## config.mk

```make
export PLATFORM = sky130hd
export DESIGN_NAME = hazard_ctrl_flat
export DESIGN_NICKNAME = d
export VERILOG_FILES = /design/src/rtl/hazard_ctrl_if.sv /design/src/rtl/hazard_ctrl.sv /design/src/flat_wrapper.sv
export SDC_FILE = /design/constraint.sdc
export NUM_CORES = 1
export LEC_CHECK = 0
export ABC_AREA = 1
export CORE_ASPECT_RATIO = 0.6
export CORE_UTILIZATION = 29
export CTS_CLUSTER_DIAMETER = 80
export DETAILED_ROUTE_END_ITERATION = 12
export GPL_TIMING_DRIVEN = 0
export PLACE_DENSITY = 0.62
export SLEW_MARGIN = 20
export SYNTH_ARGS = -nofsm -noshare
export SYNTH_HDL_FRONTEND = slang
export SYNTH_SLANG_ARGS = --single-unit
```

## constraint.sdc

```tcl
create_clock -name clk -period 6.5 [get_ports clk]
set_input_delay 1.3 -clock clk [delete_from_list [all_inputs] [get_ports clk]]
set_output_delay 1.3 -clock clk [all_outputs]
set_load 0.01 [all_outputs]
```

## src/rtl/hazard_ctrl_if.sv

```systemverilog
// ID-stage decode fields, branch resolution and the stall/flush/forward controls
// exchanged between the pipeline datapath (master) and hazard_ctrl (slave).
interface hazard_ctrl_if #(
  parameter int REG_ADDR_W = 5,
  parameter int CNT_W      = 16
);
  logic                  id_valid;
  logic [5:0]            id_opcode;
  logic [REG_ADDR_W-1:0] id_rs;
  logic [REG_ADDR_W-1:0] id_rt;
  logic [REG_ADDR_W-1:0] id_rd;
  logic                  ex_branch_taken;
  logic                  pc_stall;
  logic                  ifid_stall;
  logic                  idex_bubble;
  logic                  ifid_flush;
  logic [1:0]            fwd_a;
  logic [1:0]            fwd_b;
  logic [CNT_W-1:0]      stall_cnt;
  logic [CNT_W-1:0]      flush_cnt;

  modport master (
    output id_valid, id_opcode, id_rs, id_rt, id_rd, ex_branch_taken,
    input  pc_stall, ifid_stall, idex_bubble, ifid_flush, fwd_a, fwd_b, stall_cnt, flush_cnt
  );

  modport slave (
    input  id_valid, id_opcode, id_rs, id_rt, id_rd, ex_branch_taken,
    output pc_stall, ifid_stall, idex_bubble, ifid_flush, fwd_a, fwd_b, stall_cnt, flush_cnt
  );
endinterface

```

## src/rtl/hazard_ctrl.sv

```systemverilog
// Hazard/forwarding controller for a 5-stage add/lw/sw/beq pipeline; controls are combinational.
// Build macro HAZARD_FWD_EN enables EX forwarding (load-use stalls only); default stalls until the writer reaches WB.
module hazard_ctrl #(
  parameter int REG_ADDR_W = 5,
  parameter int CNT_W      = 16
) (
  input  logic         clk,
  input  logic         reset,
  hazard_ctrl_if.slave hif
);
  localparam logic [5:0] OP_ADD = 6'h00;
  localparam logic [5:0] OP_LW  = 6'h23;
  localparam logic [5:0] OP_SW  = 6'h2B;
  localparam logic [5:0] OP_BEQ = 6'h04;

  localparam logic [CNT_W-1:0] CNT_ONE = {{(CNT_W-1){1'b0}}, 1'b1};
  localparam logic [CNT_W-1:0] CNT_MAX = '1;

  typedef enum logic {RUN, STALL} state_e;

  typedef struct packed {
    logic                  valid;
    logic                  wen;
    logic                  is_load;
    logic [REG_ADDR_W-1:0] dest;
    logic [REG_ADDR_W-1:0] src_a;
    logic [REG_ADDR_W-1:0] src_b;
  } entry_t;

  // Register 0 is hard-wired, so a write to it never creates a dependency.
  function automatic logic writes_reg(entry_t e, logic [REG_ADDR_W-1:0] r);
    return e.valid && e.wen && (e.dest != '0) && (e.dest == r);
  endfunction

  state_e           state_q, state_d;
  entry_t           ex_q, ex_d, mem_q, mem_d, wb_q, wb_d;
  logic [CNT_W-1:0] stall_cnt_q, stall_cnt_d;
  logic [CNT_W-1:0] flush_cnt_q, flush_cnt_d;
  entry_t           id_e;
  logic             hazard;
  logic             stall;
  logic             branch;
  logic             unused_bits;

  always_comb begin : decode
    id_e       = '0;
    id_e.valid = hif.id_valid;
    case (hif.id_opcode)
      OP_ADD: begin
        id_e.wen   = 1'b1;
        id_e.dest  = hif.id_rd;
        id_e.src_a = hif.id_rs;
        id_e.src_b = hif.id_rt;
      end
      OP_LW: begin
        id_e.wen     = 1'b1;
        id_e.is_load = 1'b1;
        id_e.dest    = hif.id_rd;
        id_e.src_a   = hif.id_rs;
      end
      OP_SW, OP_BEQ: begin
        id_e.src_a = hif.id_rs;
        id_e.src_b = hif.id_rt;
      end
      default: ;
    endcase
  end

  always_comb begin : detect
    hazard = 1'b0;
`ifdef HAZARD_FWD_EN
    if (id_e.valid && ex_q.is_load)
      hazard = writes_reg(ex_q, id_e.src_a) || writes_reg(ex_q, id_e.src_b);
`else
    // WB writes before the regfile read, so only EX and MEM writers block.
    if (id_e.valid)
      hazard = writes_reg(ex_q, id_e.src_a)  || writes_reg(ex_q, id_e.src_b) ||
               writes_reg(mem_q, id_e.src_a) || writes_reg(mem_q, id_e.src_b);
`endif
  end

  always_comb begin : fsm
    state_d = state_q;
    branch  = hif.ex_branch_taken;
    stall   = 1'b0;
    // A taken branch squashes the stalled instruction anyway, so it overrides the stall.
    case (state_q)
      RUN: begin
        if (hazard && !branch) begin
          stall   = 1'b1;
          state_d = STALL;
        end
      end
      STALL: begin
        if (hazard && !branch) stall = 1'b1;
        else                   state_d = RUN;
      end
      default: state_d = RUN;
    endcase

    hif.pc_stall    = stall;
    hif.ifid_stall  = stall;
    hif.idex_bubble = stall || branch;
    hif.ifid_flush  = branch;
  end

  always_comb begin : shadow
    ex_d  = (stall || branch || !hif.id_valid) ? '0 : id_e;
    mem_d = ex_q;
    wb_d  = mem_q;
  end

  always_comb begin : counters
    stall_cnt_d = stall_cnt_q;
    flush_cnt_d = flush_cnt_q;
    if (stall && (stall_cnt_q != CNT_MAX))  stall_cnt_d = stall_cnt_q + CNT_ONE;
    if (branch && (flush_cnt_q != CNT_MAX)) flush_cnt_d = flush_cnt_q + CNT_ONE;
    hif.stall_cnt = stall_cnt_q;
    hif.flush_cnt = flush_cnt_q;
  end

  always_comb begin : forward
    hif.fwd_a = 2'b00;
    hif.fwd_b = 2'b00;
`ifdef HAZARD_FWD_EN
    // A load in MEM has no data yet; load-use stalls push it to WB first.
    if (writes_reg(mem_q, ex_q.src_a) && !mem_q.is_load) hif.fwd_a = 2'b01;
    else if (writes_reg(wb_q, ex_q.src_a))               hif.fwd_a = 2'b10;
    if (writes_reg(mem_q, ex_q.src_b) && !mem_q.is_load) hif.fwd_b = 2'b01;
    else if (writes_reg(wb_q, ex_q.src_b))               hif.fwd_b = 2'b10;
    unused_bits = ^{wb_q.is_load, wb_q.src_a, wb_q.src_b};
`else
    unused_bits = ^wb_q;
`endif
  end

  always_ff @(posedge clk) begin
    if (reset) begin
      state_q     <= RUN;
      ex_q        <= '0;
      mem_q       <= '0;
      wb_q        <= '0;
      stall_cnt_q <= '0;
      flush_cnt_q <= '0;
    end else begin
      state_q     <= state_d;
      ex_q        <= ex_d;
      mem_q       <= mem_d;
      wb_q        <= wb_d;
      stall_cnt_q <= stall_cnt_d;
      flush_cnt_q <= flush_cnt_d;
    end
  end
endmodule
```

## src/flat_wrapper.sv

```systemverilog
// flat-port wrapper written by rule: the top's interface ports become plain ports
module hazard_ctrl_flat 
#(
  parameter int REG_ADDR_W = 5,
  parameter int CNT_W      = 16
)
  (clk, reset, hif_id_valid, hif_id_opcode, hif_id_rs, hif_id_rt, hif_id_rd, hif_ex_branch_taken, hif_pc_stall, hif_ifid_stall, hif_idex_bubble, hif_ifid_flush, hif_fwd_a, hif_fwd_b, hif_stall_cnt, hif_flush_cnt);
  hazard_ctrl_if #(.REG_ADDR_W(REG_ADDR_W), .CNT_W(CNT_W)) hif_i ();
  input  logic clk;
  input  logic reset;
  input wire logic [$bits(hif_i.id_valid)-1:0] hif_id_valid;
  input wire logic [$bits(hif_i.id_opcode)-1:0] hif_id_opcode;
  input wire logic [$bits(hif_i.id_rs)-1:0] hif_id_rs;
  input wire logic [$bits(hif_i.id_rt)-1:0] hif_id_rt;
  input wire logic [$bits(hif_i.id_rd)-1:0] hif_id_rd;
  input wire logic [$bits(hif_i.ex_branch_taken)-1:0] hif_ex_branch_taken;
  output wire logic [$bits(hif_i.pc_stall)-1:0] hif_pc_stall;
  output wire logic [$bits(hif_i.ifid_stall)-1:0] hif_ifid_stall;
  output wire logic [$bits(hif_i.idex_bubble)-1:0] hif_idex_bubble;
  output wire logic [$bits(hif_i.ifid_flush)-1:0] hif_ifid_flush;
  output wire logic [$bits(hif_i.fwd_a)-1:0] hif_fwd_a;
  output wire logic [$bits(hif_i.fwd_b)-1:0] hif_fwd_b;
  output wire logic [$bits(hif_i.stall_cnt)-1:0] hif_stall_cnt;
  output wire logic [$bits(hif_i.flush_cnt)-1:0] hif_flush_cnt;
  assign hif_i.id_valid = hif_id_valid;
  assign hif_i.id_opcode = hif_id_opcode;
  assign hif_i.id_rs = hif_id_rs;
  assign hif_i.id_rt = hif_id_rt;
  assign hif_i.id_rd = hif_id_rd;
  assign hif_i.ex_branch_taken = hif_ex_branch_taken;
  assign hif_pc_stall = hif_i.pc_stall;
  assign hif_ifid_stall = hif_i.ifid_stall;
  assign hif_idex_bubble = hif_i.idex_bubble;
  assign hif_ifid_flush = hif_i.ifid_flush;
  assign hif_fwd_a = hif_i.fwd_a;
  assign hif_fwd_b = hif_i.fwd_b;
  assign hif_stall_cnt = hif_i.stall_cnt;
  assign hif_flush_cnt = hif_i.flush_cnt;
  hazard_ctrl #(.REG_ADDR_W(REG_ADDR_W), .CNT_W(CNT_W)) u_core (.clk(clk), .reset(reset), .hif(hif_i));
endmodule
```

==> impl_results.md <==
- Dominant synthesized flop cell: dfxtp_1
- Pin count of the biggest net entering global routing: 15
- Post-CTS Setup Inserts: 0
- Critical Path End: hif_pc_stall
- Final wirelength: 6.67 mm
- Slack of the critical path: 1390 ps
- Via count: 2,549
- Chip Height: 76.7 um
- Worst path slowest cell: clkdlybuf4s50_1
- Worst r2r path cells: 14
- Clock slew at reported path FFs: 60 ps
- Max-cap violations: 0
- Global-route wire length before repair: 11.2 mm
- Seq/Total Area, Yosys: 34.1%
- Worst setup EP type: output port
- Number of gates resized after CTS: 0
- Fin crit share: 78.6%
- GP Congestion: 0.908
- Hold Path Class: flip-flop to flip-flop
- Share of layout cells above drive strength 1: 11.6%
- Number of distinct library cells after synthesis: 36
- Multi-input gate area: 1490 um^2
- Filler cell count: 887
- I/O pin total: 65
- Antenna viol nets, final: 0
- Most frequent cell after synthesis: nand2_1
- Slack of the worst reg-to-reg path: 4320 ps
- Max Transition Viols Final: 0
- Worst-skew pair later-pin latency: 280 ps
- Die Width: 127 um
- Register bit total from synthesis: 46
- Setup Skew: 4.45 ps
- Worst hold slack: 419 ps
- Post-layout util: 41.3%
- Cell Rows: 26
- Mapped Area: 2700 um^2
- Grt ovf: 0
- Clock sinks: 46
- Vias/cell: 4.47
- Status: complete, no violations
- Vias in the first global route: 2,351
- Initial antenna violation count: 0
- WP data arrival: 3810 ps
- DR WL/cell: 11.7 um
- TNS Setup: 0 ps
- Sequential cell area: 921 um^2
- Fmax: 0.196 GHz
- CP Max Fanout: 5
- Global Route Usage Sum: 14.0%
- Post-DP HPWL: 5.22 mm
- Initial DRC count: 153
- H-tree Lvls: 2
- Most frequent cells after synthesis: nand2_1, inv_1, dfxtp_1, nor2_1, nand3_1
- Post-synth ARST share: 0%
- CP dominant cell by count: nand2_1
- Crit path kind: input pin to output port
- Worst path required time: 5200 ps
- Die ar.: 9710 um^2
- Avg Cell Area, Syn: 6.97 um^2
- Nets: 484
- Drt pass-1 iters: 4
- Design area: 3620 um^2
- CTS buffer count: 5
- Hold buffers post-CTS: 0
- Hold Fails Final Rpt: 0
- Critical path origin: hif_id_opcode[3]
- Initial core utilization: 30.8%
- Fin crit period: 5110 ps
- DRC errors left: 0
- Diodes inserted: 0
- CP peak stage delay: 570 ps
- Leading area contributor after synthesis: dfxtp_1
- Leak: 1.32 nW
- Dpl ws: 1370 ps
- Worst-margin pin slew: 664 ps
- EDFF count, synth: 0
- I/O Buffers: 60
- RR Startpoint: u_core.hif.flush_cnt[0]$_SDFFE_PP0P_
- Startpoint Class: input pin
- Synth top area share: 34.1%
- Setup repair after global routing missed its margin: no
- Post-Syn Instances: 387
- RR Endpoint: u_core.hif.flush_cnt[14]$_SDFFE_PP0P_
- Total core area: 8750 um^2
- CTS tree: built
- Crit path cell chain: clkdlybuf4s50_1, inv_2, nor2_2, nand3_1, nand2_2, nand2_1, xor2_1, nor2_1, nand3b_1, nand2_1, nand2_1, nand2_4, nand3_4, inv_1, buf_4, clkdlybuf4s50_1
- Clock Tree Root: clkbuf_16
- Final setup violating endpoints: 0
- Slew headroom: 55.7%
- PwrDens: 171 nW/um^2
- Worst IR Drop VDD: 0.153 mV
- Maximum clock insertion buffer count: 2
- Worst hold start: u_core.ex_q[16]$_SDFF_PP0_
- Synthesis-to-layout area growth: 34.0%
- Placed Area: 3450 um^2
- Top cells by area, synth: dfxtp_1, nand2_1, inv_1
- YS warnings: 0
==> final cells by class <==
class / count / share of cell area [%]
buffer: 13 / 2.53
clock buffer: 5 / 3.46
clock inverter: 3 / 1.11
inverter: 56 / 5.81
multi-input combinational: 275 / 41.1
sequential: 46 / 25.5
tap: 112 / 3.88
timing repair buffer: 60 / 16.6
==> cells in the final DEF, fill, tap and decap left out, types with 4 or more instances in the layout <==
master / n
nor2_1: 46
conb_1: 4
a21oi_1: 17
clkbuf_16: 5
nand4_1: 4
xnor2_1: 6
nand2_2: 16
a21oi_2: 11
xor2_1: 17
o21ai_0: 11
nand3b_1: 4
buf_4: 6
nand2_1: 76
inv_1: 54
nor3_1: 16
clkdlybuf4s50_1: 60
nand3_1: 29
dfxtp_1: 46
clkbuf_1: 4
==> report_power, final <==
part / internal (mW) / switching [mW]
Clock: 0.180 / 0.105
Sequential: 0.284 / 0.00152
Combinational: 0.0245 / 0.0237
==> per-layer routing <==
metal	share of wire (%)	global-route usage [%]
met1	55	20.4
met2	40	20.9
met3	4.2	3.21
met4	0.72	2.89
met5	0	0
==> cell families (layout without fill, tap and decap cells) <==
logic type / after synthesis / after routing / synth area share [%]
other: 1 / 4 / 0.139
AND/OR/NAND/NOR: 200 / 200 / 34.9
flip-flops: 46 / 46 / 34.1
XOR/XNOR: 23 / 23 / 7.46
AO/OA/AOI/OAI: 46 / 46 / 11.3
adder cells (fa/ha/maj): 2 / 2 / 0.927
buffers and inverters: 69 / 137 / 11.2
==> through the flow <==
step | total power [mW] | std cells
3_3_place_gp | 0.339 | 562
6_report | 0.619 | 570
5_1_grt | 0.641 | 570
2_1_floorplan | 0.313 | 390
3_5_place_dp | 0.340 | 562
4_1_cts | 0.627 | 570
==> how the worst min path moves through the flow <==
| stage | end | slack (ps) | depth (start not counted) |
|---|---|---|---|
| after floorplan | u_core.mem_q[16]$_SDFF_PP0_ | 400 | 2 |
| after global placement | u_core.mem_q[16]$_SDFF_PP0_ | 420 | 2 |
| after detailed placement | u_core.mem_q[16]$_SDFF_PP0_ | 410 | 2 |
| after CTS | u_core.mem_q[16]$_SDFF_PP0_ | 420 | 2 |
| after global routing | u_core.mem_q[16]$_SDFF_PP0_ | 440 | 2 |
| final | u_core.mem_q[16]$_SDFF_PP0_ | 420 | 2 |
==> sequential cells by signal (all words and copies together) (netlist names) <==
name,count
u_core.hif.stall_cnt,16
u_core.ex_q,7
u_core.hif.flush_cnt,16
u_core.mem_q,7
==> worst max-delay path: cells and delay by family <==
family	cells	cell delay [ps]
buffers and inverters	5	1370
and+or+nand+nor	10	970
xor gates and xnor gates	1	160
Note: power is estimated with default switching activity, not from simulation.
